$ cat src/rtl/ad9228_pkg.sv
// ad9228_pkg: constants shared by the AD9228 emulation transmitter and the
// channel receive side.
//   AD9228_DATA_WIDTH : default sample width / bits per frame
//   AD9228_FCO_HIGH   : number of leading bits of a frame with FCO high
//   ST_IDLE / ST_RUN  : framing state encoding
//   fco_high_bits()   : FCO high-half length for an arbitrary even width
package ad9228_pkg;

  localparam int AD9228_DATA_WIDTH = 12;
  localparam int AD9228_FCO_HIGH   = AD9228_DATA_WIDTH / 2;

  localparam logic [0:0] ST_IDLE = 1'b0;
  localparam logic [0:0] ST_RUN  = 1'b1;

  function automatic int fco_high_bits(input int dw);
    return dw / 2;
  endfunction

endpackage

$ cat src/rtl/ad9228_tx_serializer.sv
// ad9228_tx_serializer: frame engine of the AD9228 emulation transmitter.
// Owns the shift register, bit counter and FCO/DCO/frame_start generation,
// and tells the top when a new word is taken (load_o).
// Ports:
//   clk, rstn        : bit clock, async active-low reset
//   enable_i         : start/stop framing (frames are never truncated)
//   word_i           : word sampled into the shift register on load_o
//   load_o           : combinational load strobe (IDLE->RUN or last bit)
//   dout_o           : serial data, MSB first
//   fco_o, dco_o     : frame clock, data clock
//   frame_start_o    : pulse on bit 0 of each frame
module ad9228_tx_serializer
  import ad9228_pkg::*;
#(
  parameter int DATA_WIDTH = AD9228_DATA_WIDTH
) (
  input  logic                  clk,
  input  logic                  rstn,
  input  logic                  enable_i,
  input  logic [DATA_WIDTH-1:0] word_i,
  output logic                  load_o,
  output logic                  dout_o,
  output logic                  fco_o,
  output logic                  dco_o,
  output logic                  frame_start_o
);

  localparam int BW = $clog2(DATA_WIDTH);
  localparam logic [BW-1:0] LAST   = BW'(DATA_WIDTH - 1);
  localparam logic [BW-1:0] FCO_HI = BW'(fco_high_bits(DATA_WIDTH));

  logic [0:0]            state_q, state_d;
  logic [BW-1:0]         cnt_q, cnt_d, cnt_inc;
  logic [DATA_WIDTH-1:0] sh_q, sh_d;
  logic                  fco_q, fco_d;
  logic                  dco_q, dco_d;
  logic                  fs_q, fs_d;

  // A new frame starts either from IDLE or back-to-back after the last bit;
  // with enable low at the last bit the engine drops to IDLE instead.
  assign load_o  = enable_i && ((state_q == ST_IDLE) || (cnt_q == LAST));
  assign cnt_inc = cnt_q + 1'b1;

  always_comb begin
    state_d = state_q;
    cnt_d   = cnt_q;
    sh_d    = sh_q;
    fco_d   = fco_q;
    dco_d   = dco_q;
    fs_d    = 1'b0;
    if (load_o) begin
      state_d = ST_RUN;
      cnt_d   = '0;
      sh_d    = word_i;
      fco_d   = 1'b1;
      dco_d   = 1'b1;
      fs_d    = 1'b1;
    end else if (state_q == ST_RUN) begin
      if (cnt_q == LAST) begin
        // Shift register is cleared so dout reads 0 throughout IDLE.
        state_d = ST_IDLE;
        cnt_d   = '0;
        sh_d    = '0;
        fco_d   = 1'b0;
        dco_d   = 1'b0;
      end else begin
        cnt_d   = cnt_inc;
        sh_d    = {sh_q[DATA_WIDTH-2:0], 1'b0};
        fco_d   = (cnt_inc < FCO_HI);
        dco_d   = ~dco_q;
      end
    end
  end

  always_ff @(posedge clk or negedge rstn) begin
    if (!rstn) begin
      state_q <= ST_IDLE;
      cnt_q   <= '0;
      sh_q    <= '0;
      fco_q   <= 1'b0;
      dco_q   <= 1'b0;
      fs_q    <= 1'b0;
    end else begin
      state_q <= state_d;
      cnt_q   <= cnt_d;
      sh_q    <= sh_d;
      fco_q   <= fco_d;
      dco_q   <= dco_d;
      fs_q    <= fs_d;
    end
  end

  assign dout_o        = sh_q[DATA_WIDTH-1];
  assign fco_o         = fco_q;
  assign dco_o         = dco_q;
  assign frame_start_o = fs_q;

endmodule

$ cat src/rtl/ad9228_serial_tx.sv
// ad9228_serial_tx: single-lane AD9228 serial output emulator. Accepts
// parallel samples over valid/ready into a one-entry hold register and
// serialises them MSB first with FCO and DDR DCO (single-ended).
// Optional feature macro: AD9228_TX_TEST_PATTERN_EN (internal ramp source
// selected by pattern_en); without it pattern_en is ignored.
// Ports:
//   clk, rstn            : bit clock, async active-low reset
//   enable               : start/stop framing
//   s_data/s_valid/s_ready : sample input handshake (ready = hold empty)
//   pattern_en           : ramp pattern select (macro builds only)
//   dout, fco, dco       : serial data, frame clock, data clock
//   frame_start          : pulse on bit 0 of each frame
//   underrun_cnt         : saturating count of IDLE_WORD frames
module ad9228_serial_tx
  import ad9228_pkg::*;
#(
  parameter int                    DATA_WIDTH = AD9228_DATA_WIDTH,
  parameter logic [DATA_WIDTH-1:0] IDLE_WORD  = '0,
  parameter int                    CNT_WIDTH  = 16
) (
  input  logic                  clk,
  input  logic                  rstn,
  input  logic                  enable,
  input  logic [DATA_WIDTH-1:0] s_data,
  input  logic                  s_valid,
  output logic                  s_ready,
  input  logic                  pattern_en,
  output logic                  dout,
  output logic                  fco,
  output logic                  dco,
  output logic                  frame_start,
  output logic [CNT_WIDTH-1:0]  underrun_cnt
);

  logic [DATA_WIDTH-1:0] hold_q, hold_d;
  logic                  hold_valid_q, hold_valid_d;
  logic                  s_ready_q;
  logic [CNT_WIDTH-1:0]  unr_q, unr_d;
  logic                  load;
  logic                  accept;
  logic                  pat_sel;
  logic [DATA_WIDTH-1:0] word;

`ifdef AD9228_TX_TEST_PATTERN_EN
  logic [DATA_WIDTH-1:0] ramp_q;

  assign pat_sel = pattern_en;

  // Ramp advances once per pattern frame and wraps naturally.
  always_ff @(posedge clk or negedge rstn) begin
    if (!rstn)                ramp_q <= '0;
    else if (load && pat_sel) ramp_q <= ramp_q + 1'b1;
  end

  assign word = pat_sel ? ramp_q : (hold_valid_q ? hold_q : IDLE_WORD);
`else
  logic unused_pattern_en;

  assign unused_pattern_en = pattern_en;
  assign pat_sel           = 1'b0;
  assign word              = hold_valid_q ? hold_q : IDLE_WORD;
`endif

  assign accept = s_valid && s_ready_q;

  // Load sees the pre-accept hold state: an accept on a load cycle with an
  // empty hold still sends IDLE_WORD and the new word waits a frame.
  always_comb begin
    hold_d       = hold_q;
    hold_valid_d = hold_valid_q;
    unr_d        = unr_q;
    if (load && !pat_sel) begin
      if (hold_valid_q)   hold_valid_d = 1'b0;
      else if (~&unr_q)   unr_d        = unr_q + 1'b1;
    end
    if (accept) begin
      hold_d       = s_data;
      hold_valid_d = 1'b1;
    end
  end

  always_ff @(posedge clk or negedge rstn) begin
    if (!rstn) begin
      hold_q       <= '0;
      hold_valid_q <= 1'b0;
      s_ready_q    <= 1'b1;
      unr_q        <= '0;
    end else begin
      hold_q       <= hold_d;
      hold_valid_q <= hold_valid_d;
      s_ready_q    <= ~hold_valid_d;
      unr_q        <= unr_d;
    end
  end

  ad9228_tx_serializer #(
    .DATA_WIDTH (DATA_WIDTH)
  ) u_ser (
    .clk           (clk),
    .rstn          (rstn),
    .enable_i      (enable),
    .word_i        (word),
    .load_o        (load),
    .dout_o        (dout),
    .fco_o         (fco),
    .dco_o         (dco),
    .frame_start_o (frame_start)
  );

  assign s_ready      = s_ready_q;
  assign underrun_cnt = unr_q;

endmodule
$ cat config.mk
export PLATFORM = sky130hd
export DESIGN_NAME = ad9228_serial_tx
export DESIGN_NICKNAME = d
export VERILOG_FILES = /design/src/rtl/ad9228_pkg.sv /design/src/rtl/ad9228_tx_serializer.sv /design/src/rtl/ad9228_serial_tx.sv
export SDC_FILE = /design/constraint.sdc
export NUM_CORES = 1
export LEC_CHECK = 0
export ABC_CLOCK_PERIOD_IN_PS = 1800
export CORE_MARGIN = 10
export CORE_UTILIZATION = 47
export DETAILED_ROUTE_END_ITERATION = 8
export PLACE_DENSITY = 0.85
export SKIP_LAST_GASP = 1
export SYNTH_ARGS = -nofsm -noshare
export SYNTH_HDL_FRONTEND = slang
export SYNTH_SLANG_ARGS = --single-unit
$ cat constraint.sdc
create_clock -name clk -period 1.8 [get_ports clk]
set_input_delay 0.54 -clock clk [delete_from_list [all_inputs] [get_ports clk]]
set_output_delay 0.54 -clock clk [all_outputs]
set_load 0.05 [all_outputs]
==> flow_metrics.tcl, run 1 <==
set metrics [dict create \
    post-route-min-period_ns 1.761 \
    asyncSetResetFlopFracSynth_pct 100.0 \
    worst_path_dominant_cell_family "compound AO/OA/AOI/OAI gates" \
    design.core.area_sq_um 4414 \
    yosys.area.top_type_share_pct 56.42 \
    netlist_top_cells_area "dfrtp_1, mux2_2, a222oi_1" \
    die_w_um 88 \
    drc 0 \
    reg2reg_setup_slack_ns 0.04 \
    clock_latency_ns 0.31 \
    mappedNetlistNets 202 \
    port_buffers 36 \
    total_count_of_max_transition_violations_in_the_final_report 0 \
    vdd_drop_max_uv 963.8 \
    clk_root_buffer_cell "clkbuf_8" \
    timing.critical_path.depth 7 \
    num_rows 24 \
    comb_power_share_pct 44.0 \
    synth_warnings 0 \
    worstPathBufferInverterCount 2 \
    fraction_of_layout_cells_with_a_size_suffix_above_1_pct 39.36 \
    multi_input_logic_area_sq_um 848.3 \
    worst_hold_slack_ns 0.1566 \
    hp-class "in2async" \
    clock_buffers_created_by_tritoncts 5 \
    use_met3_pct 3.993 \
    leakage_nw 1.466 \
    final-hold-violation-count 0 \
    drt.antenna.violating_nets 0 \
    first_pass_iters 6 \
    stdcell_count 301 \
    power_switching_share_pct 35.96 \
    global_route.usage.met1_pct 16.86 \
    synth.top_cells.by_count "dfrtp_1, nand2_1, inv_1, mux2_2, xor2_1" \
    critical-path-max-stage-delay_ns 0.41 \
    synth_cell_type_count 40 \
    cp.arrival_ns 1.95 \
    reg2reg_to "u_ser.sh_q[11]" \
    syn_avg_cell_area_sq_um 11.88 \
    post-route-period-util_pct 97.81 \
    drv.max_cap_violation_count 0 \
    power.net_switching_mw 1.681 \
    worst_path_max_delay_cell "a222oi_1" \
    post_drt_via_cell_ratio 5.478 \
    fmax_mhz 568.0 \
    final-seq-area_sq_um 1267 \
    avgRoutedWirePerCell_um 16.51 \
    numPlacedInstances 291 \
    post_synthesis_cells 183 \
    fin_nets 267 \
    ioPinCount 38 \
    dp_slack_ns -0.4600 \
    cell_internal_pwr_mw 2.993 \
    crit_path_launch_type "flip-flop" \
    utilization_pct 71.40 \
    clock_tree.htree_level_count 2 \
    setup_slack_ns 0.03949 \
    design.die.area_sq_um 7744 \
    place_hpwl_um 3559 \
    vias 1649 \
    drt_first_iter_violations 84 \
    required_ns 1.99 \
    synth_area_sq_um 2173 \
    grt_overflow_total 0 \
    clk_pin_slew_worst_setup_hold_paths_ns 0.10 \
    setup_repair_after_global_routing_missed_its_margin "yes" \
    timing.max_slew.rel_slack_pct 59.00 \
    setup.worst_path.end_class "flip-flop" \
    synth.ff_latch_count 50 \
    timing.critical_path.cells "ha_2, nand3b_1, and2_4, nor3_1, buf_4, a222oi_1, inv_1" \
    rr_worst_depth 7 \
    grt_max_degree 24 \
    synth_enable_flop_cells 0 \
    worst-slew-pin-transition_ns 0.6144 \
    pwr_density_cell_nw_per_um2 1483 \
    initial_antenna_violation_count 0 \
    first_pass_grt_wire_length_um 8286 \
    power_frac_clock_pct 17.2 \
    clock_skew_ns 0.01066 \
    grt_pass1_vias 1673 \
    fillerInstances 268 \
    proportion_of_synthesized_chip_area_in_sequential_cells_pct 57.63 \
    cts.sink_count 50 \
    grt_use_total_pct 13.50 \
    synthMostInstantiatedCell "dfrtp_1" \
    die_h_um 88 \
    grtUsageMet2_pct 21.10 \
    area.growth.synth_to_final_pct 45.02 \
    start_util_pct 49.23 \
    cts_tree "yes" \
    pwr-share-seq_pct 38.8 \
    gp_congestion 0.7678 \
    r2r-start "u_ser.cnt_q[0]" \
    crit_path_max_fanout 12 \
    p_total_mw 4.674 \
    outcome "complete, no violations" \
    dominant_synthesized_flop_cell "dfrtp_1" \
    cts_max_path_buffers 2 \
    timing.final.setup_violations 0 \
    totalWireLength_um 4969 \
    antenna-diode-count 0 \
    timing_worst_setup_path_type "reg2reg" \
    gr-max-usage-layer "met2" \
    synthDominantAreaCellType "dfrtp_1" \
]
==> worst reg2reg max path: cells and delay by family, from the launching register on <==
kind                       cells  cell delay [ns]
AOI/OAI and AO/OA              1             0.41
DFF                            1             0.40
and+or+nand+nor                3             0.38
buffers and inverters          2             0.28
adders and majority gates      1             0.19
==> flip-flops by register name, summed over array words and instances, names as in the netlist, 4 cells and up <==
name,count
u_ser.sh_q,12
hold_q,12
u_ser.cnt_q,4
underrun_cnt,16
==> timing repair <==
| action | in CTS | in global routing |
|---|---|---|
| pin swaps | 0 | 3 |
| hold buffers | 0 | 0 |
| setup endpoints to repair | 24 | 23 |
| resized for setup | 4 | 5 |
| hold endpoints to repair | 0 | 0 |
| buffers inserted | 0 | 2 |
==> power groups by stage <==
| stage | Sequential (mW) | Clock [mW] | Combinational (mW) |
|---|---|---|---|
| final | 1.81 | 0.804 | 2.06 |
| after detailed placement | 1.82 | 0 | 1.99 |
| after global routing | 1.85 | 0.866 | 2.23 |
| after CTS | 1.81 | 0.823 | 2.02 |
| after floorplan | 2.10 | 0 | 0.781 |
| after global placement | 1.80 | 0 | 1.92 |
==> per-stage QoR <==
| stage | area [sq um] | TNS (ns) |
|---|---|---|
| 5_1_grt | 3152 | -0.05158 |
| 3_3_place_gp | 2995 | -10.33 |
| 4_1_cts | 3120 | 0 |
| 3_5_place_dp | 2995 | -11.50 |
| 6_report | 3152 | 0 |
| 2_1_floorplan | 2188 | -0.006465 |
==> cell families (layout without fill, tap and decap cells) <==
kind of cell,after synthesis,after routing,synth area share (%)
XOR/XNOR,16,16,6.448
buffers and inverters,22,88,4.375
adder cells (fa/ha/maj),2,2,1.151
multiplexers,13,13,6.908
flip-flops,50,50,57.63
AND/OR/NAND/NOR,55,55,14.39
AO/OA/AOI/OAI,25,25,9.097
==> layout make-up <==
cell class	instances	area share (%)
Timing Repair Buffer	65	25.33
Clock inverter	3	1.509
Sequential cell	50	40.21
Inverter	15	1.786
Clock buffer	5	2.183
Tap cell	52	2.064
Multi-Input combinational cell	111	26.92
==> layer usage <==
layer  vias to the layer above  share of wire [%]
li1                        777                  -
met1                       818                 42
met2                        44                 50
met3                        10                5.4
met4                         0                2.4
met5                         -                  0
==> how the worst max path moves through the flow <==
stage / endpoint / from / slack (ns)
finish: u_ser.sh_q[11] / u_ser.cnt_q[0] / 0.04
global placement: underrun_cnt[1] / enable / -0.42
floorplan: underrun_cnt[1] / underrun_cnt[0] / -0.006
detailed placement: underrun_cnt[1] / enable / -0.46
global route: u_ser.sh_q[11] / u_ser.cnt_q[0] / -0.03
CTS: u_ser.sh_q[11] / u_ser.cnt_q[0] / 0.0004
==> cell usage in the layout (no fill, tap or decap), drive strengths merged <==
master,count
xor2,10
nor3,7
nand3,6
dfstp,1
o21ai,5
nand2b,1
xnor2,6
and2,1
inv,16
dfrtp,49
a22o,1
nor3b,1
nor2,8
nor2b,2
a221oi,2
or2,1
nand2,17
a21boi,1
nor4,1
buf,51
a211o,1
ha,2
o2111ai,1
a21oi,2
and4,2
bufinv,1
clkinv,1
o22ai,1
clkdlybuf4s50,13
and3,2
clkbuf,5
a21o,2
or4bb,1
a222oi,9
mux2,13
nand4,4
nand3b,1
dlygate4sd2,1
(Power assumes the default switching activity.)
==> inputs of run 2 (changes only) <==
--- a/config.mk
+++ b/config.mk
@@ -9,6 +9,7 @@
 export CORE_MARGIN = 10
 export CORE_UTILIZATION = 47
 export DETAILED_ROUTE_END_ITERATION = 8
+export GPL_TIMING_DRIVEN = 0
 export PLACE_DENSITY = 0.85
 export SKIP_LAST_GASP = 1
 export SYNTH_ARGS = -nofsm -noshare
==> run 2 against run 1 <==
The run now ends with setup timing left. Critical path type is now reg2out. Worst setup slack got worse by 0.053 ns. Combinational power down 22%. Power decreased by 11%. Register-to-register slack got worse by 0.05 ns.
==> flow_metrics.tcl, run 2 (synthesized netlist as in run 1, its figures left out) <==
set metrics [dict create \
    reg2reg_setup_slack_ns -0.01 \
    clock_skew_ns 0.005292 \
    drt_first_iter_violations 144 \
    stdcell_count 287 \
    post-route-period-util_pct 100.7 \
    drc 0 \
    crit_path_launch_type "flip-flop" \
    timing.max_slew.rel_slack_pct 63.91 \
    dp_slack_ns -0.4558 \
    cts.sink_count 50 \
    setup_repair_after_global_routing_missed_its_margin "yes" \
    clock_tree.htree_level_count 2 \
    grt_overflow_total 0 \
    clock_latency_ns 0.30 \
    initial_antenna_violation_count 0 \
    first_pass_grt_wire_length_um 7631 \
    setup_tns_ns -0.02561 \
    gr-max-usage-layer "met2" \
    failed_checks "setup timing" \
    final-hold-violation-count 0 \
    grtUsageMet2_pct 20.63 \
    grt_use_total_pct 12.29 \
    worst_path_max_delay_cell "dlygate4sd2_1" \
    timing_worst_setup_path_type "reg2out" \
    vdd_drop_max_uv 764.4 \
    mostFrequentLayoutCell "dfrtp_1" \
    clk_pin_slew_worst_setup_hold_paths_ns 0.09 \
    grt_max_degree 37 \
    numPlacedInstances 272 \
    design.die.area_sq_um 7744 \
    worst-slew-pin-transition_ns 0.5400 \
    leakage_nw 1.303 \
    ioPinCount 38 \
    utilization_pct 62.70 \
    vias 1581 \
    hp-class "in2async" \
    p_total_mw 4.159 \
    place_hpwl_um 3305 \
    required_ns 1.26 \
    fin_nets 253 \
    drv.max_cap_violation_count 0 \
    placedInstanceArea_sq_um 2629 \
    start_util_pct 49.23 \
    worst_hold_slack_ns 0.1439 \
    die_w_um 88 \
    fraction_of_layout_cells_with_a_size_suffix_above_1_pct 31.49 \
    avgRoutedWirePerCell_um 16.11 \
    drt.antenna.violating_nets 0 \
    setup.worst_path.end_class "output pin" \
    gp_congestion 0.7433 \
    crit_path_max_fanout 5 \
    critical-path-max-stage-delay_ns 0.55 \
    area.growth.synth_to_final_pct 27.35 \
    worstPathBufferInverterCount 1 \
    post-route-min-period_ns 1.813 \
    fmax_mhz 551.6 \
    timing.critical_path.cells "dlygate4sd2_1" \
    cp.arrival_ns 1.27 \
    pwr_density_cell_nw_per_um2 1503 \
    cts_max_path_buffers 2 \
    design_area_sq_um 2768 \
    total_count_of_max_transition_violations_in_the_final_report 0 \
    post_drt_via_cell_ratio 5.509 \
    first_pass_iters 6 \
    final_cell_mix "dfrtp_1, nand2_1, inv_1, clkbuf_2" \
    design.core.area_sq_um 4414 \
    clock_buffers_created_by_tritoncts 5 \
    number_of_flip_flops_in_the_largest_register 16 \
    global_route.usage.met1_pct 14.18 \
    die_h_um 88 \
    setup_slack_ns -0.01304 \
    num_rows 24 \
    cts_tree "yes" \
    port_buffers 36 \
    r2r-start "u_ser.cnt_q[0]" \
    crit_path_start "underrun_cnt[3]" \
    worst_path_dominant_cell_family "buffers and inverters" \
    outcome "finished with violations" \
    use_met3_pct 3.343 \
    timing.final.setup_violations 2 \
    antenna-diode-count 0 \
    totalWireLength_um 4625 \
    grt_pass1_vias 1633 \
    clk_root_buffer_cell "clkbuf_8" \
]
[run 2: cell count changes in the layout (fill, tap and decap cells not counted), sizes merged]
cell           delta
clkdlybuf4s15     +4
dlygate4sd2       +5
clkinv            +1
inv               -1
buf              -39
clkbuf           +16
[run 2: repair_timing]
item                                    CTS  global route
pin swaps                                 5             9
endpoints found under the setup margin   48            43
hold buffers                              0             0
resized for setup                        32            31
buffers inserted                          4             4
[run 2: worst paths after layout]
path / to / cells past startpoint
max: underrun_cnt[3] / 1
min: underrun_cnt[5] / 1
max reg2reg: underrun_cnt[1] / 6
min reg2reg: underrun_cnt[13] / 1
max in group asynchronous: s_ready / 2
min in group clk: underrun_cnt[13] / 1
[run 2: worst reg2reg max path, cell delays in order, from the launching register on]
cell and delay (ns):
dfrtp_1 0.40, ha_4 0.15, nand3b_1 0.13, a211o_1 0.39
a21o_1 0.19, buf_6 0.14, mux2_4 0.30
[run 2: per-layer routing]
layer	share of wire, %	vias to the layer above
met1	40	772
li1	-	751
met3	6.3	8
met4	1.8	0
met2	52	50
met5	0	-
[run 2: final cells by class]
| type | instances | area, sq um |
|---|---|---|
| fillers | 353 | 1647 |
| clock buffers | 5 | 68.82 |
| plain buffers | 6 | 40.04 |
| well taps | 52 | 65.06 |
| clock inverters | 3 | 40.04 |
| flip-flops and latches | 50 | 1269 |
| multi-input cells | 111 | 860.8 |
| repair buffers | 45 | 367.9 |
| inverters | 15 | 56.30 |
[run 2: where the power goes]
part | leakage, nW | internal, mW | switching (mW) | total, mW
Combinational | 0.643 | 0.657 | 0.938 | 1.60
Clock | 0.0579 | 0.409 | 0.351 | 0.760
Sequential | 0.602 | 1.52 | 0.279 | 1.80
